## src/rtl/rvfi_seq_monitor.sv

```systemverilog
// Cross-instruction RVFI retirement checker: order/PC continuity, halt discipline,
// liveness watchdog, plus saturating retire and trap counters over NRET channels.
module rvfi_seq_monitor #(
   parameter int NRET    = 1,
   parameter int XLEN    = 32,
   parameter int TIMEOUT = 64,
   parameter int CNT_W   = 32
) (
   input  logic                   clk,
   input  logic                   reset,
   input  logic [NRET-1:0]        rvfi_valid,
   input  logic [NRET*64-1:0]     rvfi_order,
   input  logic [NRET*XLEN-1:0]   rvfi_pc_rdata,
   input  logic [NRET*XLEN-1:0]   rvfi_pc_wdata,
   input  logic [NRET-1:0]        rvfi_trap,
   input  logic [NRET-1:0]        rvfi_halt,
   output logic                   err_order,
   output logic                   err_pc,
   output logic                   err_halt,
   output logic                   err_live,
   output logic                   err_any,
   output logic [63:0]            err_order_val,
   output logic [CNT_W-1:0]       retire_cnt,
   output logic [CNT_W-1:0]       trap_cnt,
   output logic [1:0]             state
);

   typedef enum logic [1:0] {
      ST_IDLE   = 2'd0,
      ST_RUN    = 2'd1,
      ST_HALTED = 2'd2
   } state_t;

   localparam int WD_W = (TIMEOUT > 0) ? $clog2(TIMEOUT + 1) : 1;

   state_t              state_reg, state_next;
   logic                err_order_reg, err_pc_reg, err_halt_reg, err_live_reg;
   logic [63:0]         err_order_val_reg;
   logic [CNT_W-1:0]    retire_cnt_reg, trap_cnt_reg;
   logic [63:0]         exp_order_reg;
   logic [XLEN-1:0]     exp_pc_reg;
   logic                exp_pc_valid_reg;

   logic [NRET-1:0]     order_bad, gap_bad, pc_bad;
   logic [2:0]          ret_pop, trap_pop;
   logic                halt_seen, halt_above;
   logic [XLEN-1:0]     pc_last;
   logic                any_valid;
   logic                ord_err, pc_err, halt_err, live_hit, new_err;

   assign any_valid = |rvfi_valid;

   // Per-channel order, contiguity and PC-link checks against pre-update state.
   genvar gi;
   generate
      for (gi = 0; gi < NRET; gi++) begin : g_ch
         logic [63:0]     ord_k;
         logic [XLEN-1:0] rd_k;
         assign ord_k = rvfi_order[gi*64 +: 64];
         assign rd_k  = rvfi_pc_rdata[gi*XLEN +: XLEN];
         assign order_bad[gi] = rvfi_valid[gi] && (ord_k != exp_order_reg + 64'(gi));
         if (gi == 0) begin : g_first
            assign gap_bad[gi] = 1'b0;
            assign pc_bad[gi]  = rvfi_valid[gi] && exp_pc_valid_reg && (rd_k != exp_pc_reg);
         end else begin : g_rest
            assign gap_bad[gi] = rvfi_valid[gi] && !rvfi_valid[gi-1];
            assign pc_bad[gi]  = rvfi_valid[gi] && rvfi_valid[gi-1] &&
                                 (rd_k != rvfi_pc_wdata[(gi-1)*XLEN +: XLEN]);
         end
      end
   endgenerate

   always_comb begin
      ret_pop    = '0;
      trap_pop   = '0;
      halt_seen  = 1'b0;
      halt_above = 1'b0;
      pc_last    = exp_pc_reg;
      for (int k = 0; k < NRET; k++) begin
         if (rvfi_valid[k]) begin
            ret_pop = ret_pop + 3'd1;
            if (rvfi_trap[k]) trap_pop = trap_pop + 3'd1;
            if (halt_seen) halt_above = 1'b1;
            if (rvfi_halt[k]) halt_seen = 1'b1;
            pc_last = rvfi_pc_wdata[k*XLEN +: XLEN];
         end
      end
   end

   generate
      if (TIMEOUT > 0) begin : g_wd
         logic [WD_W-1:0] wd_reg, wd_next;
         always_comb begin
            wd_next = wd_reg;
            if (state_reg == ST_HALTED || any_valid)
               wd_next = '0;
            else if (wd_reg != WD_W'(TIMEOUT))
               wd_next = wd_reg + WD_W'(1);
         end
         always_ff @(posedge clk) begin
            if (!reset) wd_reg <= '0;
            else        wd_reg <= wd_next;
         end
         assign live_hit = (wd_next == WD_W'(TIMEOUT));
      end else begin : g_no_wd
         assign live_hit = 1'b0;
      end
   endgenerate

   assign ord_err  = |order_bad || |gap_bad;
   assign pc_err   = |pc_bad;
   assign halt_err = (state_reg == ST_HALTED) ? any_valid : halt_above;
   assign new_err  = ord_err || pc_err || halt_err || live_hit;

   always_comb begin
      state_next = state_reg;
      case (state_reg)
         ST_IDLE:   if (any_valid) state_next = halt_seen ? ST_HALTED : ST_RUN;
         ST_RUN:    if (halt_seen) state_next = ST_HALTED;
         ST_HALTED: state_next = ST_HALTED;
         default:   state_next = ST_IDLE;
      endcase
   end

   function automatic logic [CNT_W-1:0] sat_add(input logic [CNT_W-1:0] a, input logic [2:0] b);
      logic [CNT_W:0] s;
      s = {1'b0, a} + {{(CNT_W-2){1'b0}}, b};
      return s[CNT_W] ? '1 : s[CNT_W-1:0];
   endfunction

   always_ff @(posedge clk) begin
      if (!reset) begin
         state_reg         <= ST_IDLE;
         err_order_reg     <= 1'b0;
         err_pc_reg        <= 1'b0;
         err_halt_reg      <= 1'b0;
         err_live_reg      <= 1'b0;
         err_order_val_reg <= '0;
         retire_cnt_reg    <= '0;
         trap_cnt_reg      <= '0;
         exp_order_reg     <= '0;
         exp_pc_reg        <= '0;
         exp_pc_valid_reg  <= 1'b0;
      end else begin
         state_reg     <= state_next;
         err_order_reg <= err_order_reg | ord_err;
         err_pc_reg    <= err_pc_reg | pc_err;
         err_halt_reg  <= err_halt_reg | halt_err;
         err_live_reg  <= err_live_reg | live_hit;
         // Only the first error event records where the sequence went wrong.
         if (!err_any && new_err) err_order_val_reg <= exp_order_reg;
         retire_cnt_reg <= sat_add(retire_cnt_reg, ret_pop);
         trap_cnt_reg   <= sat_add(trap_cnt_reg, trap_pop);
         if (any_valid) begin
            exp_order_reg    <= exp_order_reg + 64'(ret_pop);
            exp_pc_reg       <= pc_last;
            exp_pc_valid_reg <= 1'b1;
         end
      end
   end

   assign err_order     = err_order_reg;
   assign err_pc        = err_pc_reg;
   assign err_halt      = err_halt_reg;
   assign err_live      = err_live_reg;
   assign err_any       = err_order_reg | err_pc_reg | err_halt_reg | err_live_reg;
   assign err_order_val = err_order_val_reg;
   assign retire_cnt    = retire_cnt_reg;
   assign trap_cnt      = trap_cnt_reg;
   assign state         = state_reg;

endmodule
```

## config.mk

```make
export PLATFORM = sky130hd
export DESIGN_NAME = rvfi_seq_monitor
export DESIGN_NICKNAME = d
export VERILOG_FILES = /design/src/rtl/rvfi_seq_monitor.sv
export SDC_FILE = /design/constraint.sdc
export NUM_CORES = 1
export LEC_CHECK = 0
export CAP_MARGIN = 10
export CORE_MARGIN = 2
export CORE_UTILIZATION = 40
export DETAILED_ROUTE_END_ITERATION = 16
export GPL_TIMING_DRIVEN = 0
export HOLD_SLACK_MARGIN = 0.05
export PLACE_DENSITY = 0.77
export REMOVE_ABC_BUFFERS = 1
export SLEW_MARGIN = 20
export SYNTH_ARGS = -nofsm -noshare
export SYNTH_HDL_FRONTEND = slang
export SYNTH_SLANG_ARGS = --single-unit
```

## constraint.sdc

```tcl
create_clock -name clk -period 4.08 [get_ports clk]
set_clock_uncertainty 0.1 [all_clocks]
set_input_delay 0.816 -clock clk [delete_from_list [all_inputs] [get_ports clk]]
set_output_delay 0.816 -clock clk [all_outputs]
set_load 0.1 [all_outputs]
```

==> results of run 1 <==
-- stage by stage --
| stage | hold slack (ns) | setup TNS [ns] |
|---|---|---|
| after floorplan | 0.338 | -200.15 |
| after global placement | 0.343 | -1281.15 |
| after detailed placement | 0.347 | -4.67 |
| after CTS | 0.356 | 0 |
| after global routing | 0.371 | 0 |
| final | 0.351 | 0 |
-- area by class of cell --
class,instances,share of cell area (%)
multi-input cells,950,39.9
flip-flops and latches,238,31.5
repair buffers,275,19.1
clock buffers,38,5.26
well taps,378,3.12
clock inverters,9,0.644
inverters,19,0.521
diodes,1,0.0165
-- kinds of logic after synthesis --
group | Yosys count
XOR/XNOR | 203
flip-flops | 238
AND/OR/NAND/NOR | 534
AO/OA/AOI/OAI | 101
adder cells (fa/ha/maj) | 12
buffers and inverters | 90
multiplexers | 100
-- per-layer routing --
layer  vias to the layer above  part of all wire, %
met5                         -                    0
met4                         0                  3.4
met3                        57                  6.5
met2                       263                   46
met1                      4471                   44
li1                       4791                    -
-- how the worst max path moves through the flow --
stage                   start           endpoint  cells past startpoint
3_5_place_dp   rvfi_order[43]  err_order_val[22]                     10
5_1_grt        rvfi_order[12]  err_order_val[18]                     10
6_report       rvfi_order[12]  err_order_val[42]                     10
2_1_floorplan       err_order   err_order_val[0]                      3
4_1_cts        rvfi_order[43]  err_order_val[42]                     10
3_3_place_gp       rvfi_valid  err_order_val[19]                      4
-- placed cells by master (no fill, tap or decap), types with 18 or more instances in the layout --
cell / n
nor2_1: 132
nor3_1: 24
xor2_1: 104
inv_1: 18
dfxtp_1: 238
mux2i_1: 100
clkdlybuf4s50_1: 265
nand4_1: 50
nand2_1: 197
xnor2_1: 99
nand3_1: 40
clkbuf_16: 27
a21oi_1: 71
-- power by group through the flow --
stage / Clock [mW] / Combinational, mW / Sequential, mW
after CTS: 2.49 / 0.587 / 2.38
after detailed placement: 0 / 0.584 / 2.43
after global routing: 2.58 / 0.620 / 2.38
after floorplan: 0 / 0.261 / 2.49
final: 2.44 / 0.583 / 2.38
after global placement: 0 / 0.586 / 2.43
-- worst reg2reg max path: cells and delay by family, from the launching register on --
family                    cells  cell delay, ns
xor gates and xnor gates      1            0.17
AOI/OAI and AO/OA             2            0.93
buffers and inverters         3            0.60
and+or+nand+nor               2            1.07
muxes                         1            0.13
DFF                           1            0.45
==> results.py, run 1 <==
metrics = {
    "yosys": {
        "synth_xor_area_share_pct": 15.9,
        "postSynthCellCount": 1278,
        "yosysMostFrequentCell": "dfxtp_1",
        "synth_mux_area_share_pct": 8.97,
        "synth-edff-count": 0,
        "synth-simple-area-share_pct": 22.8,
        "synth_commonest_cells": "dfxtp_1, nand2_1, nor2_1, xor2_1, mux2i_1",
        "synth_warnings": 0,
        "synth_top_area_cell": "dfxtp_1",
        "yosysTopAreaCellShare_pct": 42.7,
        "synthFlopType": "dfxtp_1",
        "ys_ff_latch": 238,
        "synth_area_um2": 11200,
        "synth-compound-area-share_pct": 4.92,
        "ys_seq_area_share_pct": 42.7,
        "synth_top_family_by_area": "simple AND/OR/NAND/NOR gates",
        "synthAdderAreaFrac_pct": 1.35,
        "yosysUniqueCellTypes": 49,
        "synthArstFlopShare_pct": 0,
        "yosys-top-cells-area": "dfxtp_1, mux2i_1, xor2_1",
        "synth_area_per_cell_um2": 8.73,
    },
    "global_routing": {
        "grt-busiest-layer": "met2",
        "overflow": 0,
        "grtUsageMet3_pct": 4.19,
        "met2_usage_pct": 32.6,
        "track_usage_pct": 19.7,
        "grt_pass1_wl_um": 46500,
        "first_global_vias": 9035,
        "grt_max_degree": 112,
        "grt_antenna_before_repair": 1,
        "met1_usage_pct": 25.6,
    },
    "critical_path": {
        "crit_buf_inv": 4,
        "r2r_end": "err_order_val[42]",
        "critPathSlowestCell": "nor4_1",
        "required_ns": 4.38,
        "crit_top_cell": "buf_16",
        "worstSetupStartpointType": "primary input",
        "crit_type": "primary input to register",
        "cp_slowest_stage_delay_ns": 0.79,
        "r2r-start": "exp_order_reg[12]",
        "crit_family": "simple AND/OR/NAND/NOR gates",
        "path_max_fanout": 14,
        "crit_chain": "clkdlybuf4s50_1 > xor2_1 > nor4_1 > nand4_1 > o31ai_1 > a31oi_4 > buf_16 > buf_16 > buf_16 > mux2i_1",
        "worstPathArrival_ns": 4.15,
        "r2r_cells": 9,
        "end_kind": "register",
        "rrSetupSlack_ns": 0.50,
    },
    "placed_design": {
        "gp_congestion": 0.859,
        "preCtsSetupSlack_ns": -0.238,
        "dp_hpwl_um": 22000,
        "io_buffers": 267,
        "placed_area_um2": 14200,
        "place_inst": 1860,
    },
    "clock_network": {
        "htree_levels": 1,
        "cts_buffers": 27,
        "cts_tree": "done",
        "hold_buffers": 0,
        "clock_latency_ns": 0.52,
        "clk_pin_slew_ns": 0.06,
        "cts_sinks": 238,
        "clock_path_buffers": 3,
        "cts_resized": 0,
        "cts_root_buffer": "clkbuf_16",
        "cts_setup_buffers": 0,
    },
    "floorplan": {
        "core_um2": 27600,
        "io_pins": 268,
        "die-area_um2": 29200,
        "die_x_um": 171,
        "rows": 61,
        "fp.dieH_um": 171,
        "initial_utilization_pct": 40.4,
    },
    "detailed_routing": {
        "viasPerCell": 5.02,
        "vias": 9582,
        "wl_per_cell_um": 15.7,
        "antenna_left": 0,
        "routed_wirelength_um": 29900,
        "first_pass_iters": 5,
        "drtIter0Drc": 595,
        "remaining_drc_errors": 0,
    },
    "layout": {
        "multi_input_area_um2": 6040,
        "final_net_count": 1656,
        "finalNonFillerCells": 1908,
        "postLayoutCoreUtil_pct": 54.8,
        "fillCellCount": 2513,
        "register_area_um2": 4760,
        "drive_above_1_share_pct": 4.77,
        "syn_to_final_growth_pct": 35.7,
        "final_area_um2": 15100,
    },
    "timing": {
        "setup_viol": 0,
        "hold_viol_final": 0,
        "fmax_ghz": 0.260,
        "setup_ws_ns": 0.229,
        "rsz0062_at_grt": "false",
        "finalCriticalPeriod_ns": 3.85,
        "fin_crit_sh_pct": 94.4,
        "tightest_slew_ns": 1.11,
        "slew_viol_final": 0,
        "slew_headroom_pct": 25.8,
    },
    "outcome": {
        "status": "finished, final reports clean",
    },
    "pwr": {
        "switching_share_pct": 23.8,
        "clkPwrFrac_pct": 45.1,
        "internal_power_mw": 4.12,
        "combPwrFrac_pct": 10.8,
        "peakVddDrop_v": 0.000242,
        "power_mw": 5.40,
        "power_leakage_nw": 5.38,
        "powerDensity_nw_per_um2": 357,
        "pwr-share-seq_pct": 44.1,
        "switching_power_mw": 1.28,
    },
    "worst_hold_path": {
        "hold_path_end": "err_order_val[59]",
        "min_path_type": "register to register",
        "hold_depth": 2,
        "worstHoldStart": "err_order_val[59]",
    },
    "run": {
        "drv_cap": 0,
    },
}
Power figures use the tool's default switching activity.
==> run 2: changes to the inputs <==
- CORE_MARGIN: 2 -> 4
==> run 2 against run 1 <==
Clock power is 2% lower. Design area fell by 0.22%. Utilization rose by 0.79 points. Global-route usage decreased by 0.82 points. Fmax up 6.4%. Largest power group unchanged. Highest routed layer is now met5.
==> results.py, run 2 (synthesized netlist as in run 1, its figures left out) <==
metrics = {
    "detailed_routing": {
        "top_layer": "met5",
        "wl_per_cell_um": 16.0,
        "antenna_left": 0,
        "routed_wirelength_um": 30500,
        "wl_met3_um": 2460,
        "routed-wl-met2_um": 14300,
        "remaining_drc_errors": 0,
        "drtIter0Drc": 632,
        "viasPerCell": 5.07,
        "first_pass_iters": 5,
        "vias": 9650,
        "met1_length_um": 13100,
    },
    "timing": {
        "hold_viol_final": 0,
        "fmax_ghz": 0.276,
        "finalCriticalPeriod_ns": 3.62,
        "rsz0062_at_grt": "false",
        "fin_crit_sh_pct": 88.7,
        "slew_viol_final": 0,
        "setup_viol": 0,
        "tightest_slew_ns": 1.10,
        "slew_headroom_pct": 26.6,
    },
    "floorplan": {
        "initial_utilization_pct": 41.0,
        "die-area_um2": 30600,
        "rows": 60,
        "core_um2": 27200,
        "fp.dieH_um": 175,
        "die_x_um": 175,
        "io_pins": 268,
    },
    "global_routing": {
        "grt_pass1_wl_um": 48300,
        "overflow": 0,
        "track_usage_pct": 18.9,
        "grt_max_degree": 97,
        "first_global_vias": 9201,
        "grt_antenna_before_repair": 2,
    },
    "worst_hold_path": {
        "hold_path_end": "err_order_val[38]",
        "min_path_type": "register to register",
        "worstHoldStart": "err_order_val[38]",
        "hold_depth": 2,
    },
    "clock_network": {
        "cts_buffers": 28,
        "cts_tree": "done",
        "cts_root_buffer": "clkbuf_16",
        "cts_setup_buffers": 0,
        "cts_sinks": 238,
        "clock_latency_ns": 0.55,
        "clk_pin_slew_ns": 0.05,
        "clock_path_buffers": 3,
        "htree_levels": 1,
    },
    "outcome": {
        "status": "finished, final reports clean",
    },
    "critical_path": {
        "worstSetupStartpointType": "primary input",
        "crit_top_cell": "buf_16",
        "worstPathArrival_ns": 3.95,
        "r2r_end": "err_order_val[19]",
        "crit_type": "primary input to register",
        "r2r_cells": 12,
        "crit_family": "buffers and inverters",
        "crit_buf_inv": 4,
        "end_kind": "register",
        "required_ns": 4.41,
        "cp_slowest_stage_delay_ns": 0.46,
        "crit_chain": "clkdlybuf4s50_1 > xnor2_1 > nand4_1 > nor4_1 > nand4_1 > o31ai_2 > a31oi_4 > buf_16 > buf_16 > buf_16 > mux2i_1",
        "path_max_fanout": 14,
        "rrSetupSlack_ns": 0.65,
        "critPathSlowestCell": "o31ai_2",
        "r2r-start": "g_wd.wd_reg[0]",
    },
    "placed_design": {
        "gp_congestion": 0.870,
        "place_inst": 1853,
        "dp_hpwl_um": 22600,
        "io_buffers": 267,
    },
    "layout": {
        "final_cell_mix": "clkdlybuf4s50_1, dfxtp_1, nand2_1, nor2_1, xor2_1",
        "fillCellCount": 2426,
        "final_net_count": 1656,
        "register_area_um2": 4760,
        "finalNonFillerCells": 1903,
        "final_common_cell": "clkdlybuf4s50_1",
        "drive_above_1_share_pct": 4.71,
        "multi_input_area_um2": 6050,
        "syn_to_final_growth_pct": 35.5,
    },
    "pwr": {
        "peakVddDrop_v": 0.000231,
        "power_leakage_nw": 5.36,
        "power_mw": 5.36,
        "powerDensity_nw_per_um2": 354,
    },
    "run": {
        "drv_cap": 0,
    },
}
[run 2: final cells by class]
type                       instances  area share (%)
multi-input combinational        950            40.0
antenna                            1          0.0166
sequential                       238            31.5
timing repair buffer             274            19.0
inverter                          19           0.522
clock buffer                      40            5.27
clock inverter                     9           0.596
tap                              372            3.08
[run 2: power by group]
group          switching (mW)  total, mW  internal (mW)
logic                   0.295      0.574          0.279
clock network           0.984       2.40           1.41
registers              0.0260       2.38           2.36
[run 2: worst max-delay path by stage]
| stage | cells after the start | start | slack, ns | end |
|---|---|---|---|---|
| 2_1_floorplan | 3 | err_order | -3.13 | err_order_val[0] |
| 3_3_place_gp | 4 | rvfi_valid | -7.87 | err_order_val[30] |
| 3_5_place_dp | 11 | rvfi_order[61] | -0.47 | err_order_val[19] |
| 4_1_cts | 11 | rvfi_order[61] | 0.09 | err_order_val[19] |
| 5_1_grt | 11 | rvfi_order[61] | 0.20 | err_order_val[18] |
| 6_report | 11 | rvfi_order[61] | 0.46 | err_order_val[19] |
[run 2: through the flow]
stage,area (um^2),hold WS [ns],util (%),setup slack [ns],TNS [ns]
6_report,15100,0.357,55.6,0.460,0
5_1_grt,15100,0.370,55.6,0.195,0
4_1_cts,15100,0.360,55.6,0.0871,0
3_5_place_dp,14200,0.346,52.3,-0.471,-13.31
3_3_place_gp,14000,0.343,51.5,-7.87,-1284.07
2_1_floorplan,10900,0.338,-,-3.13,-200.15
[run 2: repair_timing]
action / CTS / global route
resized for setup: 0 / 2
hold buffers: 0 / 0
setup endpoints to repair: 0 / 14
[run 2: tightest hold or removal path, cell delays in order (launching register included)]
cell	delay, ns
dfxtp_1	0.31
nand2_1	0.05
mux2i_1	0.05
[run 2: routing by layer]
metal  track usage (%)  up-vias
li1                  -     4797
met1              24.3     4494
met2              31.6      307
met3              5.08       50
met4              4.78        2
met5                 0        -
==> run 3: changes to the inputs <==
- REMOVE_ABC_BUFFERS: 1 -> not set
- SLEW_MARGIN: 20 -> not set
==> run 3 against run 2 <==
Register-to-register slack better by 0.13 ns. Critical endpoint is now trap_cnt[26]. Final cell count is 3.1% higher. Non-clock buffer count is 62 higher.
==> results.py, run 3 (synthesized netlist as in run 1, its figures left out) <==
metrics = {
    "floorplan": {
        "fp.dieH_um": 175,
        "rows": 60,
        "core_um2": 27200,
        "io_pins": 268,
        "die_x_um": 175,
        "initial_utilization_pct": 41.0,
        "die-area_um2": 30600,
    },
    "detailed_routing": {
        "drtIter0Drc": 708,
        "wl_per_cell_um": 17.4,
        "antenna_left": 0,
        "first_pass_iters": 5,
        "remaining_drc_errors": 0,
        "viasPerCell": 5.12,
        "vias": 10052,
        "routed_wirelength_um": 34200,
    },
    "pwr": {
        "combPwrFrac_pct": 11.0,
        "powerDensity_nw_per_um2": 342,
        "switching_power_mw": 1.27,
        "peakVddDrop_v": 0.000277,
        "switching_share_pct": 24.6,
        "power_mw": 5.17,
        "internal_power_mw": 3.90,
        "power_leakage_nw": 5.39,
        "pwr-share-seq_pct": 46.1,
        "clkPwrFrac_pct": 43.0,
    },
    "timing": {
        "slew_viol_final": 0,
        "timing.hold.ws_ns": 0.356,
        "finalCriticalPeriod_ns": 3.80,
        "tightest_slew_ns": 1.08,
        "slew_headroom_pct": 27.7,
        "rsz0062_at_grt": "false",
        "fin_crit_sh_pct": 93.0,
        "setup_viol": 0,
        "setup_ws_ns": 0.285,
        "hold_viol_final": 0,
        "fmax_ghz": 0.264,
    },
    "critical_path": {
        "end_kind": "register",
        "worstPathArrival_ns": 4.15,
        "required_ns": 4.44,
        "path_max_fanout": 10,
        "crit_buf_inv": 4,
        "crit_type": "primary input to register",
        "crit_family": "simple AND/OR/NAND/NOR gates",
        "cp_slowest_stage_delay_ns": 0.55,
        "worstSetupStartpointType": "primary input",
        "critPathSlowestCell": "or3_1",
        "crit_chain": "clkdlybuf4s15_2 > clkbuf_4 > clkbuf_4 > and2_1 > ha_1 > ha_1 > and4_1 > nand2_1 > nor3_4 > nand2b_1 > or3_1 > buf_2 > a21oi_1",
    },
    "layout": {
        "final_net_count": 1717,
        "final_area_um2": 15100,
        "drive_above_1_share_pct": 4.72,
        "final_cell_mix": "clkdlybuf4s50_1, dfxtp_1, nand2_1, nor2_1, xor2_1",
        "syn_to_final_growth_pct": 35.4,
        "num_antenna_cells": 0,
        "final_common_cell": "clkdlybuf4s50_1",
    },
    "placed_design": {
        "dp_hpwl_um": 26400,
        "preCtsSetupSlack_ns": -1.53,
        "gp_congestion": 0.936,
        "io_buffers": 266,
        "placed_area_um2": 14300,
    },
    "global_routing": {
        "grt_antenna_before_repair": 0,
        "track_usage_pct": 21.4,
        "overflow": 0,
        "grt-busiest-layer": "met2",
        "grt_pass1_wl_um": 53100,
        "grtUsageMet3_pct": 5.58,
        "grt_max_degree": 14,
        "met1_usage_pct": 27.8,
        "first_global_vias": 9789,
        "met2_usage_pct": 35.1,
    },
    "yosys": {
        "synthesis.nets": 1423,
    },
    "clock_network": {
        "clk_pin_slew_ns": 0.05,
        "clock_latency_ns": 0.54,
        "htree_levels": 1,
        "cts_root_buffer": "clkbuf_16",
        "cts_tree": "done",
        "cts_buffers": 27,
        "cts_sinks": 238,
        "clock_path_buffers": 3,
    },
    "worst_hold_path": {
        "min_path_type": "register to register",
    },
    "run": {
        "drv_cap": 0,
    },
    "outcome": {
        "status": "finished, final reports clean",
    },
}
[run 3: layer usage]
layer  routed length [um]  up-vias  share of wire [%]
met1                14500     4728                 42
met3                 2580       67                7.5
li1                     -     4909                  -
met2                16000      348                 47
met5                    0        -                  0
met4                 1090        0                3.2
[run 3: worst min-delay path: stages, from the launching register on]
cell	delay (ns)
dfxtp_1	0.30
nand2_1	0.05
mux2i_1	0.05
[run 3: through the flow]
step	TNS [ns]	utilization, %	cells
floorplan	0	-	1278
global placement	-46.13	52.6	1916
detailed placement	-48.06	52.6	1916
CTS	0	55.6	1963
global route	0	55.6	1962
finish	0	55.6	1962
[run 3: area by class of cell]
type | count | area (um^2)
inverter | 19 | 71.3
fill | 2446 | 12100
clock buffer | 39 | 761
multi-input combinational | 950 | 6030
tap | 372 | 465
buffer | 70 | 303
timing repair buffer | 266 | 2660
sequential | 238 | 4760
clock inverter | 8 | 43.8
[run 3: power by group through the flow]
stage / Clock [mW] / Sequential, mW / Combinational (mW)
2_1_floorplan: 0 / 2.49 / 0.261
3_3_place_gp: 0 / 2.43 / 0.559
3_5_place_dp: 0 / 2.43 / 0.566
4_1_cts: 2.27 / 2.38 / 0.569
5_1_grt: 2.37 / 2.39 / 0.602
6_report: 2.22 / 2.38 / 0.567
[run 3: what timing repair did]
item,in CTS,in global routing
endpoints found under the setup margin,32,20
resized for setup,7,8
hold buffers,0,0
setup buffers,0,0
[run 3: worst paths after layout]
path / from / end / slack [ns] / cells past startpoint
max: rvfi_valid / trap_cnt[26] / 0.28 / 13
min: err_order_val[45] / err_order_val[45] / 0.36 / 2
max reg2reg: g_wd.wd_reg[0] / err_order_val[2] / 0.78 / 11
min reg2reg: err_order_val[45] / err_order_val[45] / 0.36 / 2
